File: config.mk
export PLATFORM = sky130hd
export DESIGN_NAME = calc_sequencer_flat
export DESIGN_NICKNAME = d
export VERILOG_FILES = /design/src/rtl/calc_pkg.sv /design/src/rtl/calc_sequencer_if.sv /design/src/rtl/calc_sequencer_bin2bcd_seq.sv /design/src/rtl/calc_sequencer.sv /design/src/flat_wrapper.sv
export SDC_FILE = /design/constraint.sdc
export NUM_CORES = 1
export LEC_CHECK = 0
export CORE_MARGIN = 2
export CORE_UTILIZATION = 33
export CTS_BUF_LIST = sky130_fd_sc_hd__clkbuf_16
export CTS_CLUSTER_DIAMETER = 60
export DETAILED_ROUTE_END_ITERATION = 10
export SLEW_MARGIN = 10
export SYNTH_ARGS = -nofsm -noshare
export SYNTH_HDL_FRONTEND = slang
export SYNTH_SLANG_ARGS = --single-unit
File: constraint.sdc
create_clock -name clk -period 8.1 [get_ports clk]
set_clock_uncertainty 0.2 [all_clocks]
set_input_delay 1.215 -clock clk [delete_from_list [all_inputs] [get_ports clk]]
set_output_delay 1.215 -clock clk [all_outputs]
set_load 0.01 [all_outputs]
File: src/rtl/calc_pkg.sv
// Shared constants, key decode and operand-to-BCD helper for the numpad calculator.
package calc_pkg;
  localparam int OPW  = 7;
  localparam int RESW = 14;

  localparam logic [8:0] SC_0 = 9'h070;
  localparam logic [8:0] SC_1 = 9'h069;
  localparam logic [8:0] SC_2 = 9'h072;
  localparam logic [8:0] SC_3 = 9'h07A;
  localparam logic [8:0] SC_4 = 9'h06B;
  localparam logic [8:0] SC_5 = 9'h073;
  localparam logic [8:0] SC_6 = 9'h074;
  localparam logic [8:0] SC_7 = 9'h06C;
  localparam logic [8:0] SC_8 = 9'h075;
  localparam logic [8:0] SC_9 = 9'h07D;
  localparam logic [8:0] SC_ADD   = 9'h079;
  localparam logic [8:0] SC_SUB   = 9'h07B;
  localparam logic [8:0] SC_MUL   = 9'h07C;
  localparam logic [8:0] SC_ENTER = 9'h05A;

  localparam logic [1:0] OP_ADD = 2'd0;
  localparam logic [1:0] OP_SUB = 2'd1;
  localparam logic [1:0] OP_MUL = 2'd2;

  localparam logic [2:0] ST_ENTER_A = 3'd0;
  localparam logic [2:0] ST_WAIT_B  = 3'd1;
  localparam logic [2:0] ST_ENTER_B = 3'd2;
  localparam logic [2:0] ST_CALC    = 3'd3;
  localparam logic [2:0] ST_CONV    = 3'd4;
  localparam logic [2:0] ST_SHOW    = 3'd5;

  typedef enum logic [1:0] {KEY_NONE, KEY_DIGIT, KEY_OP, KEY_ENTER} key_kind_e;

  typedef struct packed {
    key_kind_e  kind;
    logic [3:0] digit;
    logic [1:0] op;
  } key_t;

  function automatic key_t decode_key(input logic [8:0] code);
    key_t k;
    k.kind  = KEY_NONE;
    k.digit = 4'd0;
    k.op    = OP_ADD;
    case (code)
      SC_0: begin k.kind = KEY_DIGIT; k.digit = 4'd0; end
      SC_1: begin k.kind = KEY_DIGIT; k.digit = 4'd1; end
      SC_2: begin k.kind = KEY_DIGIT; k.digit = 4'd2; end
      SC_3: begin k.kind = KEY_DIGIT; k.digit = 4'd3; end
      SC_4: begin k.kind = KEY_DIGIT; k.digit = 4'd4; end
      SC_5: begin k.kind = KEY_DIGIT; k.digit = 4'd5; end
      SC_6: begin k.kind = KEY_DIGIT; k.digit = 4'd6; end
      SC_7: begin k.kind = KEY_DIGIT; k.digit = 4'd7; end
      SC_8: begin k.kind = KEY_DIGIT; k.digit = 4'd8; end
      SC_9: begin k.kind = KEY_DIGIT; k.digit = 4'd9; end
      SC_ADD:   begin k.kind = KEY_OP; k.op = OP_ADD; end
      SC_SUB:   begin k.kind = KEY_OP; k.op = OP_SUB; end
      SC_MUL:   begin k.kind = KEY_OP; k.op = OP_MUL; end
      SC_ENTER: k.kind = KEY_ENTER;
      default:  k.kind = KEY_NONE;
    endcase
    return k;
  endfunction

  // v + 6*tens == 16*tens + units, i.e. the packed two-digit BCD of v (v <= 99)
  function automatic logic [7:0] to_bcd2(input logic [OPW-1:0] v);
    logic [OPW-1:0] tens;
    tens = v / OPW'(10);
    return 8'({1'b0, v} + 8'd6 * {1'b0, tens});
  endfunction
endpackage

File: src/rtl/calc_sequencer_if.sv
// Key-event input and display/status output bundle of the calculator sequencer.
interface calc_sequencer_if;
  logic [8:0]  last_change;
  logic        key_down_onepulse;
  logic [15:0] disp_bcd;
  logic        disp_neg;
  logic        busy;
  logic        done;
  logic [2:0]  state;

  modport master (
    output last_change, key_down_onepulse,
    input  disp_bcd, disp_neg, busy, done, state
  );

  modport slave (
    input  last_change, key_down_onepulse,
    output disp_bcd, disp_neg, busy, done, state
  );
endinterface

File: src/rtl/calc_sequencer_bin2bcd_seq.sv
// Sequential double-dabble: one shift-and-add-3 step per result bit, done exactly 14 cycles after start.
module bin2bcd_seq
  import calc_pkg::*;
(
  input  logic            clk,
  input  logic            rst,
  input  logic            start,
  input  logic [RESW-1:0] bin,
  output logic [15:0]     bcd,
  output logic            done
);
  localparam int SHW = 16 + RESW;

  logic [SHW-1:0] sh_q, sh_d;
  logic [3:0]     cnt_q, cnt_d;
  logic           run_q, run_d;
  logic           done_q, done_d;

  function automatic logic [SHW-1:0] dabble(input logic [SHW-1:0] s);
    logic [SHW-1:0] t;
    t = s;
    for (int i = 0; i < 4; i++) begin
      if (t[RESW + 4*i +: 4] >= 4'd5)
        t[RESW + 4*i +: 4] = t[RESW + 4*i +: 4] + 4'd3;
    end
    return {t[SHW-2:0], 1'b0};
  endfunction

  // The start edge itself performs the first step so the 14th lands on cycle start+14.
  always_comb begin
    sh_d   = sh_q;
    cnt_d  = cnt_q;
    run_d  = run_q;
    done_d = 1'b0;
    if (start) begin
      sh_d  = dabble({16'd0, bin});
      cnt_d = 4'd1;
      run_d = 1'b1;
    end else if (run_q) begin
      sh_d  = dabble(sh_q);
      cnt_d = cnt_q + 4'd1;
      if (cnt_q == 4'(RESW - 1)) begin
        run_d  = 1'b0;
        done_d = 1'b1;
      end
    end
  end

  always_ff @(posedge clk or posedge rst) begin
    if (rst) begin
      sh_q   <= '0;
      cnt_q  <= '0;
      run_q  <= 1'b0;
      done_q <= 1'b0;
    end else begin
      sh_q   <= sh_d;
      cnt_q  <= cnt_d;
      run_q  <= run_d;
      done_q <= done_d;
    end
  end

  assign bcd  = sh_q[SHW-1 -: 16];
  assign done = done_q;
endmodule

File: src/rtl/calc_sequencer.sv
// Numpad calculator sequencer: operand entry FSM, add/sub/shift-add multiply, BCD conversion for display.
module calc_sequencer
  import calc_pkg::*;
(
  input  logic            clk,
  input  logic            rst,
  calc_sequencer_if.slave bus
);
  logic [2:0]      state_q, state_d;
  logic [OPW-1:0]  a_q, a_d, b_q, b_d;
  logic [1:0]      cnt_q, cnt_d;
  logic [1:0]      op_q, op_d;
  logic [RESW-1:0] r_q, r_d;
  logic            neg_q, neg_d;
  logic [2:0]      mul_cnt_q, mul_cnt_d;
  logic            start_q, start_d;
  logic [15:0]     res_bcd_q, res_bcd_d;

  key_t            key;
  logic            key_ev;
  logic [OPW-1:0]  digit_ext;
  logic [15:0]     b2b_bcd;
  logic            b2b_done;
  logic            done_w;

  assign key       = decode_key(bus.last_change);
  assign key_ev    = bus.key_down_onepulse && (key.kind != KEY_NONE);
  assign digit_ext = {3'b000, key.digit};

  bin2bcd_seq u_bin2bcd (
    .clk   (clk),
    .rst   (rst),
    .start (start_q),
    .bin   (r_q),
    .bcd   (b2b_bcd),
    .done  (b2b_done)
  );

  // Keys are only looked at in the entry/show states, so events during CALC/CONV drop out.
  always_comb begin
    state_d   = state_q;
    a_d       = a_q;
    b_d       = b_q;
    cnt_d     = cnt_q;
    op_d      = op_q;
    r_d       = r_q;
    neg_d     = neg_q;
    mul_cnt_d = mul_cnt_q;
    start_d   = 1'b0;
    res_bcd_d = res_bcd_q;
    case (state_q)
      ST_ENTER_A: begin
        if (key_ev && key.kind == KEY_DIGIT && cnt_q < 2'd2) begin
          a_d   = a_q * OPW'(10) + digit_ext;
          cnt_d = cnt_q + 2'd1;
        end else if (key_ev && key.kind == KEY_OP && cnt_q != 2'd0) begin
          op_d    = key.op;
          cnt_d   = 2'd0;
          state_d = ST_WAIT_B;
        end
      end
      ST_WAIT_B: begin
        if (key_ev && key.kind == KEY_DIGIT) begin
          b_d     = digit_ext;
          cnt_d   = 2'd1;
          state_d = ST_ENTER_B;
        end else if (key_ev && key.kind == KEY_OP) begin
          op_d = key.op;
        end
      end
      ST_ENTER_B: begin
        if (key_ev && key.kind == KEY_DIGIT && cnt_q < 2'd2) begin
          b_d   = b_q * OPW'(10) + digit_ext;
          cnt_d = cnt_q + 2'd1;
        end else if (key_ev && key.kind == KEY_ENTER) begin
          r_d       = '0;
          mul_cnt_d = 3'd0;
          state_d   = ST_CALC;
        end
      end
      ST_CALC: begin
        case (op_q)
          OP_MUL: begin
            neg_d     = 1'b0;
            if (b_q[mul_cnt_q])
              r_d = r_q + (RESW'(a_q) << mul_cnt_q);
            mul_cnt_d = mul_cnt_q + 3'd1;
            if (mul_cnt_q == 3'd6) begin
              start_d = 1'b1;
              state_d = ST_CONV;
            end
          end
          OP_SUB: begin
            neg_d   = (a_q < b_q);
            r_d     = (a_q < b_q) ? RESW'(b_q - a_q) : RESW'(a_q - b_q);
            start_d = 1'b1;
            state_d = ST_CONV;
          end
          default: begin
            neg_d   = 1'b0;
            r_d     = RESW'(a_q) + RESW'(b_q);
            start_d = 1'b1;
            state_d = ST_CONV;
          end
        endcase
      end
      ST_CONV: begin
        if (b2b_done) begin
          res_bcd_d = b2b_bcd;
          state_d   = ST_SHOW;
        end
      end
      ST_SHOW: begin
        if (key_ev && key.kind == KEY_DIGIT) begin
          a_d     = digit_ext;
          cnt_d   = 2'd1;
          b_d     = '0;
          neg_d   = 1'b0;
          state_d = ST_ENTER_A;
        end
      end
      default: state_d = ST_ENTER_A;
    endcase
  end

  always_ff @(posedge clk or posedge rst) begin
    if (rst) begin
      state_q   <= ST_ENTER_A;
      a_q       <= '0;
      b_q       <= '0;
      cnt_q     <= '0;
      op_q      <= OP_ADD;
      r_q       <= '0;
      neg_q     <= 1'b0;
      mul_cnt_q <= '0;
      start_q   <= 1'b0;
      res_bcd_q <= '0;
    end else begin
      state_q   <= state_d;
      a_q       <= a_d;
      b_q       <= b_d;
      cnt_q     <= cnt_d;
      op_q      <= op_d;
      r_q       <= r_d;
      neg_q     <= neg_d;
      mul_cnt_q <= mul_cnt_d;
      start_q   <= start_d;
      res_bcd_q <= res_bcd_d;
    end
  end

  assign done_w = (state_q == ST_CONV) && b2b_done;

  // The converter output is shown directly in the done cycle so display and pulse coincide.
  always_comb begin
    bus.disp_bcd = 16'h0000;
    case (state_q)
      ST_ENTER_A, ST_WAIT_B: bus.disp_bcd = {8'h00, to_bcd2(a_q)};
      ST_ENTER_B, ST_CALC:   bus.disp_bcd = {8'h00, to_bcd2(b_q)};
      ST_CONV:               bus.disp_bcd = b2b_done ? b2b_bcd : {8'h00, to_bcd2(b_q)};
      ST_SHOW:               bus.disp_bcd = res_bcd_q;
      default:               bus.disp_bcd = 16'h0000;
    endcase
  end

  assign bus.disp_neg = neg_q;
  assign bus.done     = done_w;
  assign bus.busy     = ((state_q == ST_CALC) || (state_q == ST_CONV)) && !done_w;
  assign bus.state    = state_q;
endmodule

File: src/flat_wrapper.sv
// flat-port wrapper written by rule: the top's interface ports become plain ports
module calc_sequencer_flat import calc_pkg::*;
  (clk, rst, bus_last_change, bus_key_down_onepulse, bus_disp_bcd, bus_disp_neg, bus_busy, bus_done, bus_state);
  calc_sequencer_if bus_i ();
  input  logic clk;
  input  logic rst;
  input wire logic [$bits(bus_i.last_change)-1:0] bus_last_change;
  input wire logic [$bits(bus_i.key_down_onepulse)-1:0] bus_key_down_onepulse;
  output wire logic [$bits(bus_i.disp_bcd)-1:0] bus_disp_bcd;
  output wire logic [$bits(bus_i.disp_neg)-1:0] bus_disp_neg;
  output wire logic [$bits(bus_i.busy)-1:0] bus_busy;
  output wire logic [$bits(bus_i.done)-1:0] bus_done;
  output wire logic [$bits(bus_i.state)-1:0] bus_state;
  assign bus_i.last_change = bus_last_change;
  assign bus_i.key_down_onepulse = bus_key_down_onepulse;
  assign bus_disp_bcd = bus_i.disp_bcd;
  assign bus_disp_neg = bus_i.disp_neg;
  assign bus_busy = bus_i.busy;
  assign bus_done = bus_i.done;
  assign bus_state = bus_i.state;
  calc_sequencer u_core (.clk(clk), .rst(rst), .bus(bus_i));
endmodule
==> key figures, run 1 <==
Status
  – Outcome: finished, final reports clean

CTS
  – Hold_buf cts: 0
  – Clk root buf: clkbuf_16
  – CTS sink count: 91
  – H-tree Lvls: 3
  – TritonCTS buffer count: 9
  – CTS tree: built
  – Worst-Skew Late Latency: 360 ps
  – Gates resized, CTS repair: 0
  – Max Buffers Root-to-Sink: 2
  – Clk slew on worst S/H paths: 70 ps
  – Post-CTS setup buffer count: 0

STA
  – Worst setup margin: 2160 ps
  – Slew HR: 29.7%
  – Final Max Slew Viols: 0
  – Worst Max-Slew Pin Slew: 1050 ps
  – Max Freq: 0.168 GHz
  – Final setup viols: 0
  – Min cycle time layout: 5940 ps
  – Hold Slack: 307 ps
  – Hold Vio Cnt, Final: 0
  – Period utilization: 73.3%
  – Unrepaired setup endpoints after global routing: no
  – Setup tns final: 0 ps

Worst setup path
  – CP required: 6680 ps
  – R2R depth: 12
  – WP buf/inv: 2
  – Critical path's most frequent cell: o21ai_0
  – CP delay by family, top: compound AO/OA/AOI/OAI gates
  – CP Depth: 18
  – CP max stage cell: dfrtp_1
  – Crit path largest cell delay: 570 ps
  – Crit Path Max Fanout: 10
  – CP arrival: 4520 ps
  – Worst R2R Setup Slack: 4450 ps
  – Type of origin of the critical path: register
  – R2r startpoint: u_core.mul_cnt_q[1]
  – Worst-path cell chain: inv_1 -> nand2_1 -> a21oi_1 -> o21ai_0 -> nand3_1 -> o21ai_0 -> o21ai_0 -> ha_1 -> fa_1 -> ha_1 -> a21o_1 -> a21oi_1 -> nor2b_1 -> o21ai_0 -> nand2b_1 -> a222oi_1 -> o21ai_0 -> clkdlybuf4s50_1
  – CP Capture Type: output port
  – R2r endpoint: u_core.r_q[13]
  – Critical path class: reg -> out

Die
  – Rows: 57
  – Die W: 162 um
  – Die height: 162 um
  – Total core area: 0.0244 mm^2
  – Io pins: 34
  – Initial Utilization: 33.6%
  – Die area: 0.0261 mm^2

Placement
  – Gp weighted congestion: 0.881
  – IO buf count: 33
  – Post-DP Area: 0.00874 mm^2
  – Hpwl dp: 15.1 mm
  – Setup slack at placement: 2630 ps

Power
  – Worst vdd ir: 0.000120 V
  – PwrDens: 244 mW/mm^2
  – Leakage power: 3.95 nW

Yosys
  – Commonest cells post-synth: nand2_1 (102), dfrtp_1 (91), ha_1 (83), o21ai_0 (73), inv_1 (63)
  – Synth Register Bits: 91
  – Synth Area in Compound Gates: 22.9%
  – Combinational family with the most area after synthesis: compound AO/OA/AOI/OAI gates
  – Yosys cell types: 81
  – Fraction of registers with async set/reset: 100%
  – XOR/XNOR Fraction of Synth Area: 5.66%
  – Post-synth EDFFs: 0
  – Syn avg cell area: 8.75 um^2
  – Simple-gate portion of the synthesized area: 15.2%
  – Post-synth top area share: 27.8%
  – YS warnings: 0
  – Largest area contributor in the netlist: dfrtp_1
  – Syn Std Cell Area: 0.00820 mm^2
  – Adder-cell share of the synthesized area: 15.8%
  – Mapped Cells: 937
  – Ranking of synthesized cells by area: dfrtp_1 (28%), ha_1 (13%), nand2_1 (4.7%)
  – Post-synthesis mux area share: 6.79%
  – Most numerous cell in the Yosys netlist: nand2_1
  – Synth Flop Type: dfrtp_1
  – Synthesized net count: 1,044
  – Post-synthesis sequential area ratio: 27.8%

Finish
  – Fillers: 2,512
  – Nets: 1,043
  – Finished Cell Area: 0.00906 mm^2
  – ANT cells: 0
  – P&R area growth vs syn: 10.5%
  – Util after Layout: 37.1%
  – Seq. cell area: 0.00228 mm^2
  – Layout cells sized above 1: 7.23%
  – Multi-input gate area: 0.00545 mm^2

GRT
  – Initial antenna violation count: 0
  – Vias in the first global route: 6,341
  – Largest net degree at the start of global routing: 68
  – GRT Overall Usage: 15.9%
  – Global-route wire length before repair: 33.7 mm
  – GRT overflow: 0

Drt
  – Vias/cell: 5.39
  – Number of remaining DRC errors: 0
  – WL/cell: 16.2 um
  – Final WL: 20.5 mm
  – Post-route ant nets: 0
  – Drt first pass iters: 7
  – Routed via count: 6,814
  – Detailed Route Iter0 Violations: 532

Min path
  – Type of the worst min-delay path: reg -> reg
  – Hold path start: u_core.res_bcd_q[14]
  – Hold Crit Endpoint: u_core.res_bcd_q[14]
  – Worst hold path depth: 1

Job
  – Max Cap Viol: 0
## layout make-up
class,count,area share [%]
well taps,324,4.48
repair buffers,37,3.98
clock buffers,9,2.49
flip-flops and latches,91,25.2
inverters,63,2.64
multi-input cells,734,60.2
clock inverters,7,1.08
## where the power goes
group	internal, mW	leakage [nW]	switching (mW)	total [mW]
Combinational	0.516	2.63	0.630	1.15
Clock	0.272	0.154	0.195	0.467
Sequential	0.489	1.16	0.105	0.594
Total	1.28	3.95	0.930	2.21
## layout by cell type, fill, tap and decap left out, types with 11 or more instances in the layout
master,instances
fa_1,12
a21o_1,21
mux2_2,17
clkdlybuf4s50_1,33
a211oi_1,11
dfrtp_1,90
nand2b_1,15
nand3_1,18
inv_1,62
xnor2_1,35
a22o_1,16
o21ai_0,72
nor3_1,13
nand2_1,102
ha_1,83
a21oi_1,59
mux2i_1,32
nor2_1,51
xor2_1,18
## worst max-delay path by stage
stage                  startpoint              end  slack [ps]
floorplan           u_core.b_q[1]  bus_disp_bcd[7]        3450
detailed placement  u_core.a_q[1]  bus_disp_bcd[6]        2630
finish              u_core.b_q[4]  bus_disp_bcd[7]        2160
global placement    u_core.b_q[1]  bus_disp_bcd[7]        2650
global route        u_core.b_q[1]  bus_disp_bcd[7]        1760
CTS                 u_core.b_q[1]  bus_disp_bcd[7]        2180
## sequential cells by signal (all words and copies together), names as in the netlist
register,flops
u_core.res_bcd_q,16
u_core.u_bin2bcd.sh_q,29
u_core.u_bin2bcd.done,1
u_core.a_q,7
u_core.u_bin2bcd.run_q,1
u_core.mul_cnt_q,3
u_core.op_q,2
u_core.start_q,1
u_core.cnt_q,2
u_core.bus.disp_neg,1
u_core.u_bin2bcd.cnt_q,4
u_core.bus.state,3
u_core.r_q,14
u_core.b_q,7
## logic make-up after synthesis
| logic type | after synthesis |
|---|---|
| multiplexers | 52 |
| flip-flops | 91 |
| AO/OA/AOI/OAI | 277 |
| buffers and inverters | 112 |
| XOR/XNOR | 53 |
| adder cells (fa/ha/maj) | 97 |
| AND/OR/NAND/NOR | 255 |
## per-stage QoR
stage	cells	power [mW]
after floorplan	937	1.45
after global placement	1249	1.73
after detailed placement	1249	1.74
after CTS	1265	2.22
after global routing	1265	2.38
final	1265	2.21
## metal layers
metal  vias to the layer above  routed length (um)  track usage, %
met1                      3263               10100            22.8
met5                         -                   0               0
li1                       3355                   -               -
met3                        30                 802            2.52
met2                       166                9070            24.3
met4                         0                 541            5.71
## worst register-to-register path, delay by kind of cell, from the launching register on
kind	cells	cell delay [ps]
AO/OA/AOI/OAI	6	1440
adder cells (fa/ha/maj)	1	380
multiplexers	1	310
flip-flops	1	800
AND/OR/NAND/NOR	4	470
Note: power is estimated with default switching activity, not from simulation.
==> run 2, diff against run 1 <==
==> constraint.sdc (replaced) <==
create_clock -name clk -period 6.1 [get_ports clk]
set_clock_uncertainty 0.2 [all_clocks]
set_input_delay 0.915 -clock clk [delete_from_list [all_inputs] [get_ports clk]]
set_output_delay 0.915 -clock clk [all_outputs]
set_load 0.01 [all_outputs]
==> key figures, run 2 (synthesis gave the netlist of run 1 again) <==
Drt
  – Drt first pass iters: 5 (-2)
  – Number of remaining DRC errors: 0 (unchanged)
  – Final WL: 20.8 mm (+1.3%)
  – Routed via count: 6,784 (-0.44%)
  – Detailed Route Iter0 Violations: 499 (-6.2%)
  – Post-route ant nets: 0 (unchanged)
  – Vias/cell: 5.35 (-0.75%)
  – WL/cell: 16.4 um (+0.96%)

GRT
  – GRT Max-Usage Layer: met2
  – Global-route wire length before repair: 34.1 mm (+1.2%)
  – Met1 usage: 22.1% (-0.65 points)
  – GRT overflow: 0 (unchanged)
  – Initial antenna violation count: 0 (unchanged)
  – Largest net degree at the start of global routing: 66 (-2.9%)
  – Met2 Usage GRT: 25.9% (+1.6 points)
  – Vias in the first global route: 6,498 (+2.5%)
  – GRT Overall Usage: 16.1% (+0.15 points)
  – Met3 global-route usage: 2.85% (+0.33 points)

Finish
  – Final non-filler cell total: 1,269 (+0.32%)
  – Commonest non-fill, non-tap cells in the layout: nand2_1 (102), dfrtp_1 (90), ha_1 (83)
  – P&R area growth vs syn: 11.0%
  – Nets: 1,047 (+0.38%)
  – Finished Cell Area: 0.00910 mm^2 (+0.44%)
  – Top flop regs: u_core.u_bin2bcd.sh_q (29), u_core.res_bcd_q (16), u_core.r_q (14)
  – ANT cells: 0 (unchanged)
  – Top reg by flops: u_core.u_bin2bcd.sh_q
  – Max reg flops: 29 (unchanged)
  – Util after Layout: 37.3% (+0.16 points)
  – Layout cells sized above 1: 7.72% (+0.50 points)
  – Most common cell after layout, fill and taps aside: nand2_1

CTS
  – H-tree Lvls: 3 (unchanged)
  – Clk slew on worst S/H paths: 70 ps (about the same)
  – Clk root buf: clkbuf_16
  – Post-CTS setup buffer count: 0 (unchanged)
  – Max Buffers Root-to-Sink: 2 (unchanged)
  – Worst-Skew Late Latency: 360 ps (about the same)
  – CTS tree: built
  – Hold_buf cts: 0 (unchanged)
  – Gates resized, CTS repair: 0 (unchanged)
  – TritonCTS buffer count: 9 (unchanged)
  – CTS sink count: 91 (unchanged)

Placement
  – Hpwl dp: 15.2 mm (+0.69%)
  – Setup slack at placement: 925 ps (-1700 ps)
  – Gp weighted congestion: 0.919 (+4.4%)
  – Dpl cells: 1,253 (+0.32%)
  – IO buf count: 33 (unchanged)
  – Post-DP Area: 0.00877 mm^2 (+0.34%)

Power
  – PwrDens: 325 mW/mm^2 (+34%)
  – Clk pwr share: 21.7% (+0.5 points)
  – Total Power: 2.96 mW (+34%)
  – Leakage power: 3.97 nW (+0.66%)
  – Sw Pwr: 1.25 mW (+35%)
  – Sw frac: 42.4% (+0.23 points)
  – Cell internal pwr: 1.71 mW (+34%)
  – Seq pwr share: 26.1% (-0.8 points)
  – Combinational share of power: 52.1% (+0.2 points)
  – Worst vdd ir: 0.000143 V (+19%)

STA
  – Hold Slack: 309 ps (+1.54 ps)
  – Unrepaired setup endpoints after global routing: no
  – Final setup viols: 0 (unchanged)
  – Min cycle time layout: 5620 ps
  – Slew HR: 25.7% (-4.0 points)
  – Setup tns final: 0 ps (unchanged)
  – Worst setup margin: 476 ps (-1690 ps)
  – Final Max Slew Viols: 0 (unchanged)
  – Period utilization: 92.2%
  – Hold Vio Cnt, Final: 0 (unchanged)
  – Max Freq: 0.178 GHz
  – Worst Max-Slew Pin Slew: 1110 ps (+59.2 ps)

Worst setup path
  – Crit path largest cell delay: 570 ps (about the same)
  – Critical path class: reg -> out
  – CP max stage cell: dfrtp_1
  – Type of origin of the critical path: register
  – Worst-path cell chain: inv_1 -> nand2_1 -> inv_1 -> a32oi_1 -> nand3_1 -> o21ai_0 -> o21ai_0 -> ha_1 -> fa_1 -> ha_1 -> a21o_1 -> a21oi_1 -> nor2b_1 -> o21ai_0 -> nand2b_1 -> a222oi_1 -> o21ai_0 -> clkdlybuf4s50_1
  – CP required: 4980 ps (-1700 ps)
  – Crit Path Max Fanout: 9 (-1)
  – CP arrival: 4510 ps (about the same)
  – CP Capture Type: output port
  – Worst R2R Setup Slack: 2490 ps (-1960 ps)
  – Critical path's most frequent cell: o21ai_0

Status
  – Outcome: finished, final reports clean

Die
  – Initial Utilization: 33.6% (unchanged)
  – Die area: 0.0261 mm^2 (unchanged)
  – Total core area: 0.0244 mm^2 (unchanged)
  – Die height: 162 um (unchanged)
  – Rows: 57 (unchanged)
  – Die W: 162 um (unchanged)
  – Io pins: 34 (unchanged)

Min path
  – Type of the worst min-delay path: reg -> reg

Job
  – Max Cap Viol: 0 (unchanged)
run 2: cell count changes in the layout (fill, tap and decap cells not counted), sizes merged:
cell,before,now
inv,65,66
clkinv,2,1
buf,4,8
run 2: worst max-delay path: cells and delay by family (launching register included):
kind / cells / cell delay [ps]
adders and majority gates: 3 / 1020
DFF: 1 / 570
buffers and inverters: 3 / 750
and+or+nand+nor: 4 / 420
AOI/OAI and AO/OA: 8 / 1380
run 2: routing by layer:
layer	part of all wire [%]	up-vias
li1	-	3377
met1	48	3253
met2	46	133
met3	4.0	21
met4	1.8	0
met5	0	-
run 2: power by group through the flow:
| stage | logic [mW] | clock network [mW] | registers, mW |
|---|---|---|---|
| 2_1_floorplan | 1.21 | 0 | 0.720 |
| 3_3_place_gp | 1.52 | 0 | 0.782 |
| 3_5_place_dp | 1.52 | 0 | 0.785 |
| 4_1_cts | 1.53 | 0.657 | 0.773 |
| 5_1_grt | 1.71 | 0.681 | 0.787 |
| 6_report | 1.54 | 0.643 | 0.774 |
run 2: layout make-up:
class,count,area [um^2]
repair buffers,41,390
clock buffers,9,225
flip-flops and latches,91,2280
inverters,63,239
well taps,324,405
fillers,2506,15300
multi-input cells,734,5450
clock inverters,7,108
run 2: path summary, 6_finish.rpt:
check	start	end	cells after the start
max in group asynchronous	rst	u_core.res_bcd_q[7]	3
min	u_core.bus.disp_neg	u_core.bus.disp_neg	2
max	u_core.b_q[3]	bus_disp_bcd[7]	18
min in group asynchronous	rst	u_core.u_bin2bcd.sh_q[13]	2
min reg2reg	u_core.bus.disp_neg	u_core.bus.disp_neg	2
max reg2reg	u_core.mul_cnt_q[1]	u_core.r_q[13]	12
